File: config.mk
export PLATFORM = sky130hd
export DESIGN_NAME = i2c_clk_gen
export DESIGN_NICKNAME = d
export VERILOG_FILES = /design/src/rtl/i2c_pkg.sv /design/src/rtl/i2c_clk_gen.sv
export SDC_FILE = /design/constraint.sdc
export NUM_CORES = 1
export LEC_CHECK = 0
export BUFFER_PORTS_ARGS = -buffer_cell sky130_fd_sc_hd__buf_2
export CORE_MARGIN = 2
export CORE_UTILIZATION = 35
export CTS_CLUSTER_DIAMETER = 50
export DETAILED_ROUTE_END_ITERATION = 8
export GPL_ROUTABILITY_DRIVEN = 0
export SETUP_SLACK_MARGIN = 0.05
export SKIP_LAST_GASP = 1
export SYNTH_ARGS = -nofsm -noshare
export SYNTH_HDL_FRONTEND = slang
export SYNTH_SLANG_ARGS = --single-unit
File: constraint.sdc
create_clock -name clk_in -period 7.2 [get_ports clk_in]
set_clock_uncertainty 0.2 [all_clocks]
set_input_delay 0.36 -clock clk_in [delete_from_list [all_inputs] [get_ports clk_in]]
set_output_delay 0.36 -clock clk_in [all_outputs]
set_load 0.03 [all_outputs]
File: src/rtl/i2c_pkg.sv
// -----------------------------------------------------------------------------
// i2c_pkg
// Shared definitions for the I2C bus clock generator:
//   - state_e     : generator states (IDLE / LOW / HIGH)
//   - SYS_CLK_HZ  : system clock frequency the divider values assume
//   - HALF_100K / HALF_400K : half-period counts for standard / fast mode
//   - eff_half()  : maps a raw div_half request onto the half-period in use
// -----------------------------------------------------------------------------
package i2c_pkg;

  typedef enum logic [1:0] {
    ST_IDLE = 2'd0,
    ST_LOW  = 2'd1,
    ST_HIGH = 2'd2
  } state_e;

  localparam int unsigned SYS_CLK_HZ = 50_000_000;
  localparam int unsigned HALF_100K  = 250;
  localparam int unsigned HALF_400K  = 63;

  // 0 selects the default half-period; 1 is clamped to 2 so the
  // mid-phase strobe never collides with the phase-end strobe.
  function automatic logic [31:0] eff_half(input logic [31:0] div_half,
                                           input logic [31:0] default_half);
    logic [31:0] h;
    if (div_half == 32'd0) begin
      h = default_half;
    end else if (div_half == 32'd1) begin
      h = 32'd2;
    end else begin
      h = div_half;
    end
    return h;
  endfunction

endpackage

File: src/rtl/i2c_clk_gen.sv
// -----------------------------------------------------------------------------
// i2c_clk_gen
// Generates the I2C bus clock from the system clock with a runtime
// programmable half-period, plus single-cycle phase strobes that let the I2C
// master step on ticks instead of on a derived clock.
//
// Optional feature macro: I2C_CLK_STRETCH_EN (slave clock stretching in HIGH).
//
// Ports:
//   clk_in      in   system clock
//   reset       in   asynchronous active-high reset
//   en          in   run request (sampled in IDLE and at the end of HIGH)
//   div_half    in   clk_in cycles per half-period (0 -> DEFAULT_HALF, 1 -> 2)
//   clk_out     out  generated bus clock (registered, 50% duty)
//   fall_tick   out  first cycle of the low phase
//   data_tick   out  middle of the low phase (SDA may change)
//   rise_tick   out  first cycle of the high phase
//   sample_tick out  middle of the high phase (SDA valid)
//   busy        out  high in LOW and HIGH
//   scl_sense   in   sensed SCL level          (I2C_CLK_STRETCH_EN only)
//   stretched   out  high phase is being held  (I2C_CLK_STRETCH_EN only)
// -----------------------------------------------------------------------------
module i2c_clk_gen
  import i2c_pkg::*;
#(
  parameter int unsigned DIV_W        = 16,
  parameter int unsigned DEFAULT_HALF = 250,
  parameter logic        IDLE_LEVEL   = 1'b1
) (
  input  logic             clk_in,
  input  logic             reset,
  input  logic             en,
  input  logic [DIV_W-1:0] div_half,
`ifdef I2C_CLK_STRETCH_EN
  input  logic             scl_sense,
  output logic             stretched,
`endif
  output logic             clk_out,
  output logic             fall_tick,
  output logic             data_tick,
  output logic             rise_tick,
  output logic             sample_tick,
  output logic             busy
);

  localparam logic [DIV_W-1:0] CNT_ONE  = DIV_W'(1);
  localparam logic [DIV_W-1:0] CNT_ZERO = DIV_W'(0);

  state_e           state_q, state_d;
  logic [DIV_W-1:0] cnt_q, cnt_d;
  logic [DIV_W-1:0] half_q, half_d;
  logic             clk_out_q, clk_out_d;
  logic             fall_q, fall_d;
  logic             data_q, data_d;
  logic             rise_q, rise_d;
  logic             sample_q, sample_d;
  logic             busy_q, busy_d;
  logic [DIV_W-1:0] h_s;
  logic [DIV_W-1:0] half_mid_s;
  logic [DIV_W-1:0] half_last_s;
  logic             hold_s;
`ifdef I2C_CLK_STRETCH_EN
  logic             stretched_q, stretched_d;
`endif

  // Effective half-period and the two compare points inside a phase
  assign h_s         = DIV_W'(eff_half(32'(div_half), 32'(DEFAULT_HALF)));
  assign half_mid_s  = (half_q >> 1) - CNT_ONE;
  assign half_last_s = half_q - CNT_ONE;

  // High-phase hold request from a slave pulling SCL low
`ifdef I2C_CLK_STRETCH_EN
  assign hold_s = ~scl_sense;
`else
  assign hold_s = 1'b0;
`endif

  // State register and registered outputs
  always_ff @(posedge clk_in or posedge reset) begin
    if (reset) begin
      state_q     <= ST_IDLE;
      cnt_q       <= CNT_ZERO;
      half_q      <= DIV_W'(DEFAULT_HALF);
      clk_out_q   <= IDLE_LEVEL;
      fall_q      <= 1'b0;
      data_q      <= 1'b0;
      rise_q      <= 1'b0;
      sample_q    <= 1'b0;
      busy_q      <= 1'b0;
`ifdef I2C_CLK_STRETCH_EN
      stretched_q <= 1'b0;
`endif
    end else begin
      state_q     <= state_d;
      cnt_q       <= cnt_d;
      half_q      <= half_d;
      clk_out_q   <= clk_out_d;
      fall_q      <= fall_d;
      data_q      <= data_d;
      rise_q      <= rise_d;
      sample_q    <= sample_d;
      busy_q      <= busy_d;
`ifdef I2C_CLK_STRETCH_EN
      stretched_q <= stretched_d;
`endif
    end
  end

  // Next-state, counter and strobe generation
  always_comb begin
    state_d     = state_q;
    cnt_d       = cnt_q;
    half_d      = half_q;
    clk_out_d   = clk_out_q;
    fall_d      = 1'b0;
    data_d      = 1'b0;
    rise_d      = 1'b0;
    sample_d    = 1'b0;
`ifdef I2C_CLK_STRETCH_EN
    stretched_d = 1'b0;
`endif
    case (state_q)
      ST_IDLE: begin
        if (en) begin
          state_d   = ST_LOW;
          cnt_d     = CNT_ZERO;
          clk_out_d = 1'b0;
          fall_d    = 1'b1;
          half_d    = h_s;
        end else begin
          clk_out_d = IDLE_LEVEL;
        end
      end
      ST_LOW: begin
        cnt_d = cnt_q + CNT_ONE;
        if (cnt_q == half_mid_s) begin
          data_d = 1'b1;
        end else begin
          data_d = 1'b0;
        end
        if (cnt_q == half_last_s) begin
          state_d   = ST_HIGH;
          cnt_d     = CNT_ZERO;
          clk_out_d = 1'b1;
          rise_d    = 1'b1;
        end else begin
          state_d   = ST_LOW;
        end
      end
      ST_HIGH: begin
        if (hold_s) begin
          // Counter frozen; strobes suppressed so they are not repeated
          cnt_d       = cnt_q;
`ifdef I2C_CLK_STRETCH_EN
          stretched_d = 1'b1;
`endif
        end else begin
          cnt_d = cnt_q + CNT_ONE;
          if (cnt_q == half_mid_s) begin
            sample_d = 1'b1;
          end else begin
            sample_d = 1'b0;
          end
          if (cnt_q == half_last_s) begin
            cnt_d = CNT_ZERO;
            if (en) begin
              state_d   = ST_LOW;
              clk_out_d = 1'b0;
              fall_d    = 1'b1;
              half_d    = h_s;
            end else begin
              state_d   = ST_IDLE;
              clk_out_d = IDLE_LEVEL;
            end
          end else begin
            state_d = ST_HIGH;
          end
        end
      end
      default: begin
        state_d   = ST_IDLE;
        cnt_d     = CNT_ZERO;
        clk_out_d = IDLE_LEVEL;
      end
    endcase
    busy_d = (state_d != ST_IDLE);
  end

  assign clk_out     = clk_out_q;
  assign fall_tick   = fall_q;
  assign data_tick   = data_q;
  assign rise_tick   = rise_q;
  assign sample_tick = sample_q;
  assign busy        = busy_q;
`ifdef I2C_CLK_STRETCH_EN
  assign stretched   = stretched_q;
`endif

endmodule

==> metrics <==
starting density of the core=0.365; clock root cell=clkbuf_8; CTS H-Tree Depth=2; WL met1=3510 um; worst-path cell chain=inv_1 -> ha_1 -> or4b_2 -> or3_1 -> a311oi_1 -> o21ai_1 -> nand2_1 -> nor4b_4 -> o21ai_4 -> mux2_2; Crit path max-delay family=simple AND/OR/NAND/NOR gates; final hold vios=24; cells after synthesis=369; Die Wd=99.8 um; pwr/cell area=120 nW/um^2; clock group share of total power=0.415; syn avg cell area=8.70 um^2; GRT Residual Overflow=0; Vias=2548; post-DP HPWL=5350 um; Mapped Nets=395; outcome=finished with violations; Critical Path RT=7180 ps; vias per cell=5.34; Synth area leaders=dfrtp_1 (26%), xnor2_1 (7.1%), dfstp_2 (5.7%); Worst Hold Class=input port to asynchronous set/reset pin; Post-Route WL=7090 um; TritonCTS buffer count=5; Slew @ Worst Pin=673 ps; Main synth FF type=dfrtp_1; Leakage=1.54 nW; cell taking the most area after synthesis=dfrtp_1; first-pass GRT wire length=11900 um; Hold Buf Count CTS=0; total power=408 uW; Setup Viol. Count Final=0; yosys warns=0; Worst EP arrival=3700 ps; sequential cell fraction of total power=0.551; Highest Signal Layer=met4; antenna-violating nets left=0; critical path's slowest cell=or4b_2; # fillers=886; synth-to-layout area growth=5.96%; n_diodes=0; IO buf count=24; part of the cycle the worst path needs=0.516; aggregate global-route resource usage=0.149; die area=9960 um^2; largest net degree at the start of global routing=41; first-pass detailed-route iteration total=4; switching share of power=0.222; IO Pins=25; Resized Gates After CTS=0; RSZ-0062 raised after global routing=false; nets@finish=394; CP bufs+invs=1; setup bufs post-CTS=0; CTS Buffer Depth=2; met3 wire len=242 um; Peak VDD IR=81.3 uV; core area=8810 um^2; Comb pwr share=0.034; WL met2=3240 um; Clk Latency, worst-skew pair=300 ps; area occupied by multi-input gates=1960 um^2; Synth Register Bits=40; die span in y=99.8 um; # DRC=0; most common cell in the netlist=nand2_1; Reg2Reg Depth=10; max-capacitance violation count=0; critical path depth=10; DRT iter0 DRCs=134; Final Critical Period=3710 ps; FF+latch area=1010 um^2; crit path kind=flip-flop to flip-flop; initial antenna violation count=0; share of cells above drive strength 1=0.179; internal power=317 uW; total negative setup slack=0 ps; Yosys top cell area share=0.257; Syn Std Cell Area=3210 um^2; fraction of the yosys area taken by sequential cells=0.314; Hold WS=-21.6 ps; asr flop ratio synth=1.00; Startpoint Class=flip-flop; EDFF count, synth=0; Slew Limit Fails=0; Crit. End Element=flip-flop; Avg WL per Cell=14.9 um; Util after Layout=0.386; Clock transition at path regs=90 ps; Sink Count=40; vias in the first global route=2372; delay of the slowest cell on the worst path=670 ps; Synth top cells by count=nand2_1 (41), dfrtp_1 (33), xnor2_1 (26); Setup WS pre-CTS=3500 ps; Slew HR=0.551; CTS tree=done; failing checks=negative hold slack; Netlist cell types=63; post-route worst setup slack=3490 ps; Max Freq=0.269 GHz; switching pwr=90.8 uW; crit-path max FO=16; row cnt=34
worst min-delay path, delay by kind of cell:
family / cells / cell delay, ps
buffers and inverters: 3 / 570
layout by cell type, fill, tap and decap left out, drive strengths merged, types with 11 or more instances in the layout:
| master | synthesis | routed |
|---|---|---|
| dfrtp | 33 | 33 |
| o21ai | 16 | 16 |
| mux2i | 11 | 11 |
| xor2 | 15 | 15 |
| nand2 | 41 | 41 |
| nor2 | 24 | 24 |
| nor3 | 19 | 19 |
| buf | 14 | 26 |
| inv | 16 | 16 |
| xnor2 | 27 | 27 |
layer usage:
layer	global-route usage	vias to the layer above
li1	-	1289
met3	0.0230	9
met5	0	-
met1	0.216	1207
met4	0.0411	0
met2	0.232	43
through the flow:
stage / hold WS [ps] / instances / area (um^2)
after detailed placement: 324 / 469 / 3300
final: -21.6 / 477 / 3400
after global routing: 27.6 / 477 / 3400
after global placement: 317 / 469 / 3300
after floorplan: 294 / 369 / 3210
after CTS: 2.76 / 477 / 3400
flip-flops by register name, indices dropped and copies added, names as in the netlist:
| name | count |
|---|---|
| clk_out | 1 |
| busy | 1 |
| data_tick | 1 |
| sample_tick | 1 |
| state_q | 2 |
| fall_tick | 1 |
| cnt_q | 16 |
| rise_tick | 1 |
| half_q | 16 |
area by class of cell:
type | count | share of cell area
Clock buffer | 8 | 0.0294
Timing Repair Buffer | 26 | 0.0397
Tap cell | 108 | 0.0397
Inverter | 16 | 0.0176
Sequential cell | 40 | 0.297
Multi-Input combinational cell | 279 | 0.577
worst paths after layout:
check                                        end                  start  slack (ps)
max in group asynchronous  half_q[5]$_DFFE_PP1P_                  reset        6430
max                        half_q[9]$_DFFE_PP0P_  half_q[2]$_DFFE_PP0P_        3490
max reg2reg                half_q[9]$_DFFE_PP0P_  half_q[2]$_DFFE_PP0P_        3490
min                         cnt_q[5]$_DFFE_PP0P_                  reset         -20
min in group clk_in        half_q[8]$_DFFE_PP0P_            div_half[8]         110
min reg2reg                half_q[6]$_DFFE_PP1P_  half_q[6]$_DFFE_PP1P_         340
cells by family after synthesis:
| logic type | share of synthesized area |
|---|---|
| compound gates | 0.115 |
| flops | 0.314 |
| fa+ha+maj | 0.0273 |
| xor+xnor | 0.117 |
| buf+inv | 0.0744 |
| mux | 0.0728 |
| simple gates | 0.279 |
power by group through the flow:
stage / Clock (mW) / Sequential [mW] / Combinational, mW
floorplan: 0 / 0.229 / 0.00566
global placement: 0 / 0.229 / 0.0140
detailed placement: 0 / 0.229 / 0.0144
CTS: 0.174 / 0.225 / 0.0144
global route: 0.186 / 0.225 / 0.0159
finish: 0.169 / 0.225 / 0.0139
No activity file was read; power rests on OpenSTA's default activity.
